`src/rtl/serial_paralelo_sync_if.sv`:
```
// Serial-in / word-out bundle for the comma-aligned deserializer.
// The link side (master) drives the bit stream; the deserializer (slave) returns words and status.
interface serial_paralelo_sync_if #(
  parameter int WIDTH = 8
);
  logic             serial_in;
  logic             serial_valid;
  logic [WIDTH-1:0] data_out;
  logic             data_valid;
  logic             active_out;
  logic             idle_out;
  logic             lock_err;

  modport master (
    output serial_in, serial_valid,
    input  data_out, data_valid, active_out, idle_out, lock_err
  );

  modport slave (
    input  serial_in, serial_valid,
    output data_out, data_valid, active_out, idle_out, lock_err
  );
endinterface

```
`src/rtl/serial_paralelo_sync.sv`:
```
// Comma-aligned serial-to-parallel converter: hunts for COMMA, verifies alignment,
// then emits words on each boundary and drops lock on repeated off-boundary commas.
//
// state  | meaning
// HUNT   | checking every bit position for a COMMA
// VERIFY | counting COMMAs on the candidate word boundary
// LOCKED | aligned; non-COMMA boundary words are delivered
module serial_paralelo_sync #(
  parameter int               WIDTH      = 8,
  parameter logic [WIDTH-1:0] COMMA      = WIDTH'(8'hBC),
  parameter int               SYNC_COUNT = 4,
  parameter int               LOSS_COUNT = 2
) (
  input  logic                  clk_32f,
  input  logic                  reset,
  serial_paralelo_sync_if.slave bus
);
  localparam int CNT_W = $clog2(WIDTH);
  localparam int CC_W  = $clog2(SYNC_COUNT + 1);
  localparam int MC_W  = $clog2(LOSS_COUNT + 1);
  localparam logic [CNT_W-1:0] LAST_BIT = CNT_W'(WIDTH - 1);
  localparam logic [CC_W-1:0]  CC_MAX   = CC_W'(SYNC_COUNT);
  localparam logic [MC_W-1:0]  MC_MAX   = MC_W'(LOSS_COUNT);

  typedef enum logic [1:0] {HUNT, VERIFY, LOCKED} state_t;

  state_t           state_q, state_d;
  logic [WIDTH-1:0] sr_q, sr_d;
  logic [CNT_W-1:0] bit_cnt_q, bit_cnt_d;
  logic [CC_W-1:0]  comma_cnt_q, comma_cnt_d;
  logic [MC_W-1:0]  miss_cnt_q, miss_cnt_d;
  logic [WIDTH-1:0] data_q, data_d;
  logic             dv_q, dv_d;
  logic             active_q, active_d;
  logic             idle_q, idle_d;
  logic             lerr_q, lerr_d;

  logic [WIDTH-1:0] window;
  logic             is_comma;
  logic             at_boundary;
  logic             realign;
  logic [CC_W-1:0]  comma_next;
  logic [MC_W-1:0]  miss_next;

  always_ff @(posedge clk_32f) begin
    if (reset) begin
      state_q     <= HUNT;
      sr_q        <= '0;
      bit_cnt_q   <= '0;
      comma_cnt_q <= '0;
      miss_cnt_q  <= '0;
      data_q      <= '0;
      dv_q        <= 1'b0;
      active_q    <= 1'b0;
      idle_q      <= 1'b0;
      lerr_q      <= 1'b0;
    end else begin
      state_q     <= state_d;
      sr_q        <= sr_d;
      bit_cnt_q   <= bit_cnt_d;
      comma_cnt_q <= comma_cnt_d;
      miss_cnt_q  <= miss_cnt_d;
      data_q      <= data_d;
      dv_q        <= dv_d;
      active_q    <= active_d;
      idle_q      <= idle_d;
      lerr_q      <= lerr_d;
    end
  end

  always_comb begin
    state_d     = state_q;
    sr_d        = sr_q;
    bit_cnt_d   = bit_cnt_q;
    comma_cnt_d = comma_cnt_q;
    miss_cnt_d  = miss_cnt_q;
    data_d      = data_q;
    dv_d        = 1'b0;
    active_d    = active_q;
    idle_d      = idle_q;
    lerr_d      = 1'b0;
    realign     = 1'b0;

    window      = {sr_q[WIDTH-2:0], bus.serial_in};
    is_comma    = (window == COMMA);
    at_boundary = (bit_cnt_q == LAST_BIT);
    comma_next  = (comma_cnt_q < CC_MAX) ? comma_cnt_q + CC_W'(1) : comma_cnt_q;
    miss_next   = (miss_cnt_q < MC_MAX) ? miss_cnt_q + MC_W'(1) : miss_cnt_q;

    if (bus.serial_valid) begin
      sr_d = window;
      if (state_q != HUNT)
        bit_cnt_d = at_boundary ? '0 : bit_cnt_q + CNT_W'(1);

      unique case (state_q)
        HUNT: begin
          if (is_comma) realign = 1'b1;
        end
        VERIFY: begin
          if (at_boundary) begin
            if (is_comma) begin
              comma_cnt_d = comma_next;
              if (comma_next == CC_MAX) begin
                state_d  = LOCKED;
                active_d = 1'b1;
                idle_d   = 1'b1;
              end
            end else begin
              state_d     = HUNT;
              comma_cnt_d = '0;
            end
          end
        end
        LOCKED: begin
          if (at_boundary) begin
            if (is_comma) begin
              idle_d     = 1'b1;
              miss_cnt_d = '0;
            end else begin
              data_d = window;
              dv_d   = 1'b1;
              idle_d = 1'b0;
            end
          end else if (is_comma) begin
            miss_cnt_d = miss_next;
            if (miss_next == MC_MAX) begin
              lerr_d  = 1'b1;
              realign = 1'b1;
            end
          end
        end
        default: state_d = HUNT;
      endcase

      // Realignment treats the current comma as the first of a fresh verify run.
      if (realign) begin
        bit_cnt_d   = '0;
        comma_cnt_d = CC_W'(1);
        miss_cnt_d  = '0;
        if (SYNC_COUNT == 1) begin
          state_d  = LOCKED;
          active_d = 1'b1;
          idle_d   = 1'b1;
        end else begin
          state_d  = VERIFY;
          active_d = 1'b0;
          idle_d   = 1'b0;
        end
      end
    end
  end

  assign bus.data_out   = data_q;
  assign bus.data_valid = dv_q;
  assign bus.active_out = active_q;
  assign bus.idle_out   = idle_q;
  assign bus.lock_err   = lerr_q;
endmodule

```
`src/flat_wrapper.sv`:
```
// flat-port wrapper written by rule: the top's interface ports become plain ports
module serial_paralelo_sync_flat 
#(
  parameter int               WIDTH      = 8,
  parameter logic [WIDTH-1:0] COMMA      = WIDTH'(8'hBC),
  parameter int               SYNC_COUNT = 4,
  parameter int               LOSS_COUNT = 2
)
  (clk_32f, reset, bus_serial_in, bus_serial_valid, bus_data_out, bus_data_valid, bus_active_out, bus_idle_out, bus_lock_err);
  serial_paralelo_sync_if #(.WIDTH(WIDTH)) bus_i ();
  input  logic clk_32f;
  input  logic reset;
  input wire logic [$bits(bus_i.serial_in)-1:0] bus_serial_in;
  input wire logic [$bits(bus_i.serial_valid)-1:0] bus_serial_valid;
  output wire logic [$bits(bus_i.data_out)-1:0] bus_data_out;
  output wire logic [$bits(bus_i.data_valid)-1:0] bus_data_valid;
  output wire logic [$bits(bus_i.active_out)-1:0] bus_active_out;
  output wire logic [$bits(bus_i.idle_out)-1:0] bus_idle_out;
  output wire logic [$bits(bus_i.lock_err)-1:0] bus_lock_err;
  assign bus_i.serial_in = bus_serial_in;
  assign bus_i.serial_valid = bus_serial_valid;
  assign bus_data_out = bus_i.data_out;
  assign bus_data_valid = bus_i.data_valid;
  assign bus_active_out = bus_i.active_out;
  assign bus_idle_out = bus_i.idle_out;
  assign bus_lock_err = bus_i.lock_err;
  serial_paralelo_sync #(.WIDTH(WIDTH), .COMMA(COMMA), .SYNC_COUNT(SYNC_COUNT), .LOSS_COUNT(LOSS_COUNT)) u_core (.clk_32f(clk_32f), .reset(reset), .bus(bus_i));
endmodule
```
`config.mk`:
```
export PLATFORM = sky130hd
export DESIGN_NAME = serial_paralelo_sync_flat
export DESIGN_NICKNAME = d
export VERILOG_FILES = /design/src/rtl/serial_paralelo_sync_if.sv /design/src/rtl/serial_paralelo_sync.sv /design/src/flat_wrapper.sv
export SDC_FILE = /design/constraint.sdc
export NUM_CORES = 1
export LEC_CHECK = 0
export ABC_AREA = 1
export CAP_MARGIN = 10
export CORE_MARGIN = 5
export CORE_UTILIZATION = 30
export DETAILED_ROUTE_END_ITERATION = 8
export MAX_ROUTING_LAYER = met4
export PLACE_DENSITY = 0.59
export SLEW_MARGIN = 5
export SYNTH_ARGS = -nofsm -noshare
export SYNTH_HDL_FRONTEND = slang
export SYNTH_SLANG_ARGS = --single-unit
```
`constraint.sdc`:
```
create_clock -name clk_32f -period 2.15 [get_ports clk_32f]
set_clock_uncertainty 0.15 [all_clocks]
set_input_delay 0.645 -clock clk_32f [delete_from_list [all_inputs] [get_ports clk_32f]]
set_output_delay 0.645 -clock clk_32f [all_outputs]
set_load 0.02 [all_outputs]
```
==> results.json <==
{
  "drt-total-wl_mm": 2.94,
  "hpwl_mm": 2.30,
  "crit_path_top_delay_cell": "clkdlybuf4s50_1",
  "viasPerCell": 4.32,
  "drive_gt1_share_pct": 15.3,
  "yosysWarningCount": 0,
  "io_pins": 16,
  "grt_pass1_wl_mm": 5.15,
  "switchingPower_mw": 0.299,
  "fmax_mhz": 497,
  "status": "finished, final reports clean",
  "vias": 1336,
  "tightest_slew_ps": 291,
  "reg2regPathDepth": 10,
  "min_period_ps": 2010,
  "p_int_mw": 0.828,
  "dieWidth_um": 80.3,
  "finalHoldViolCount": 0,
  "synth_edf_count": 0,
  "hold_buffers": 0,
  "worstHoldPathCells": 2,
  "synthCells": 209,
  "start_util_pct": 31.2,
  "fillCellCount": 523,
  "drv_cap": 0,
  "synth.distinct_cells": 25,
  "r2r-start": "u_core.bit_cnt_q[0]",
  "power.static_leakage_nw": 0.792,
  "rows": 25,
  "cp.arrival_ps": 1220,
  "rsz0062_at_grt": "true",
  "root_buffer": "clkbuf_8",
  "gp_congestion": 0.835,
  "ctsHtreeMaxLevel": 2,
  "dp_slack_ps": -160,
  "share_comb_of_total_power_pct": 11.4,
  "switching_share_pct": 26.5,
  "clock_latency_ps": 280,
  "seq_power_share_pct": 50.0,
  "drt-initial-drc-count": 39,
  "antenna_cells": 0,
  "seq_area_um2": 581,
  "antenna_found_initial": 0,
  "nNetsFinal": 252,
  "startpoint": "u_core.bus.active_out",
  "wl_per_cell_um": 9.51,
  "dieArea_um2": 6440,
  "synthFlopType": "dfxtp_1",
  "ant_nets": 0,
  "route.detailed.drc": 0,
  "crit_path_end_kind": "output port",
  "rrSetupSlack_ps": 240,
  "peakVddDrop_mv": 0.196,
  "crit_buf_inv": 1,
  "grt-ovfl-total": 0,
  "final-instance-count-excl-fill": 309,
  "final_max_slew_viol_count": 0,
  "required_ps": 1350,
  "yosysSeqAreaShare_pct": 39.2,
  "worstSetupPathDepth": 1,
  "critPathCapture": "bus_active_out",
  "area_delta_synth_final_pct": 28.5,
  "hold_path_class": "reg2reg",
  "first_global_vias": 1191,
  "crit_type": "reg2out",
  "numCtsBuffers": 5,
  "p_clk_share_pct": 38.5,
  "crit_path_max_incr_delay_ps": 600,
  "start_kind": "register",
  "syn_avg_cell_area_um2": 7.09,
  "syn_area_um2": 1480,
  "synth-async-reset-ratio_pct": 0,
  "die_y_um": 80.3,
  "reg2reg_to": "u_core.bus.active_out",
  "tritoncts": "yes",
  "cts_buffer_depth": 2,
  "core_area_um2": 4750,
  "grt_max_degree": 18,
  "post-route-period-util_pct": 93.7,
  "setup_ws_ps": 136,
  "power_density_nw_per_um2": 592,
  "path_max_fanout": 2,
  "place_inst": 301,
  "multiInputGateArea_um2": 749,
  "cts.clk_slew.worst_paths_ps": 70,
  "grt_usage_pct": 10.5,
  "cts.sinks": 29,
  "critPathTopFamily": "buffers and inverters",
  "cp_cell_sequence": "clkdlybuf4s50_1",
  "slew_headroom_pct": 80.5,
  "setup-violations-final": 0,
  "synth-seq-cells": 29,
  "port_buffers": 15,
  "synthesis.nets": 220,
  "drtPass1Iterations": 4
}
==> synth_stat cells (3+ instances only) <==
cell type / count / area (um2)
o21ai_1: 3 / 15.0
inv_1: 31 / 116
nand3_1: 11 / 55.1
clkbuf_1: 4 / 15.0
o21ai_0: 14 / 70.1
nand4_1: 3 / 18.8
nor2_1: 21 / 78.8
nand2_2: 3 / 18.8
nand2_1: 45 / 169
dfxtp_1: 29 / 581
ha_1: 7 / 87.6
a21oi_1: 23 / 115
==> area by class of cell <==
cell class                      instances  area share [%]
Multi-Input combinational cell        142            39.4
Sequential cell                        29            30.5
Timing Repair Buffer                   31            14.9
Inverter                               32            6.31
Tap cell                               67            4.40
Clock buffer                            5            3.62
Clock inverter                          3           0.920
==> cells by family (layout without fill, tap and decap cells) <==
logic type / after synthesis / in the layout / share of synthesized area (%)
compound gates: 40 / 40 / 13.5
buf+inv: 38 / 71 / 10.2
flops: 29 / 29 / 39.2
fa+ha+maj: 7 / 7 / 5.91
simple gates: 95 / 95 / 31.2
==> layout by cell type, fill, tap and decap left out <==
master           count
nand2_2              3
inv_1               31
nor2_4               2
clkinvlp_4           1
o21ai_1              3
nand3_4              1
nor2_2               1
nor2_1              21
ha_1                 7
nor3b_1              1
buf_12               1
a21oi_1             23
nand4_2              1
nor3_1               1
nand2_1             45
clkbuf_8             5
nand3_1             11
nand3b_1             1
nand2_4              2
buf_4               15
clkinv_2             2
nand3_2              1
nand4_1              3
nor3_2               1
inv_2                1
clkdlybuf4s50_1     15
o21ai_0             14
dfxtp_1             29
==> worst min-delay path by stage <==
stage | from | endpoint | slack, ps
detailed placement | u_core.bus.data_out[3] | u_core.bus.data_out[3] | 280
global route | u_core.bus.data_out[4] | u_core.bus.data_out[4] | 320
floorplan | u_core.miss_cnt_q[0] | u_core.miss_cnt_q[0] | 290
global placement | u_core.bus.data_out[4] | u_core.bus.data_out[4] | 280
finish | u_core.bus.data_out[3] | u_core.bus.data_out[3] | 290
CTS | u_core.bus.data_out[3] | u_core.bus.data_out[3] | 290
==> worst min-delay path, stage by stage, from the launching register on <==
cell     delay (ps)
dfxtp_1         310
inv_1            40
a21oi_1          50
==> timing repair <==
action,in CTS,in global routing
buffers inserted,0,0
resized for setup,0,0
setup endpoints to repair,0,1
==> per-stage QoR <==
| step | util [%] | total power [mW] | area [um2] | TNS [ps] | hold slack [ps] |
|---|---|---|---|---|---|
| finish | 40.0 | 1.13 | 1900 | 0 | 290 |
| global route | 40.0 | 1.19 | 1900 | -2.91 | 317 |
| CTS | 40.0 | 1.15 | 1900 | 0 | 295 |
| detailed placement | 38.2 | 0.705 | 1820 | -1830 | 284 |
| global placement | 38.2 | 0.704 | 1820 | -1600 | 283 |
| floorplan | - | 0.662 | 1480 | 0 | 289 |
==> layer usage <==
layer / track usage [%] / share of wire [%]
met5: - / 0
met4: 4.56 / 1.9
met3: 3.48 / 4.3
met2: 16.2 / 45
met1: 12.4 / 48
==> power by group through the flow <==
| stage | clock, mW | sequential (mW) | combinational, mW |
|---|---|---|---|
| 3_5_place_dp | 0 | 0.576 | 0.130 |
| 4_1_cts | 0.454 | 0.564 | 0.130 |
| 3_3_place_gp | 0 | 0.575 | 0.129 |
| 6_report | 0.434 | 0.564 | 0.129 |
| 2_1_floorplan | 0 | 0.575 | 0.0872 |
| 5_1_grt | 0.477 | 0.566 | 0.148 |
==> flip-flops by register name, indices dropped and copies added (netlist names) <==
name                   count
u_core.bit_cnt_q           3
u_core.sr_q                7
u_core.bus.data_valid      1
u_core.comma_cnt_q         3
u_core.bus.active_out      1
u_core.bus.data_out        8
u_core.state_q             2
u_core.bus.lock_err        1
u_core.miss_cnt_q          2
u_core.bus.idle_out        1
(Power assumes the default switching activity.)
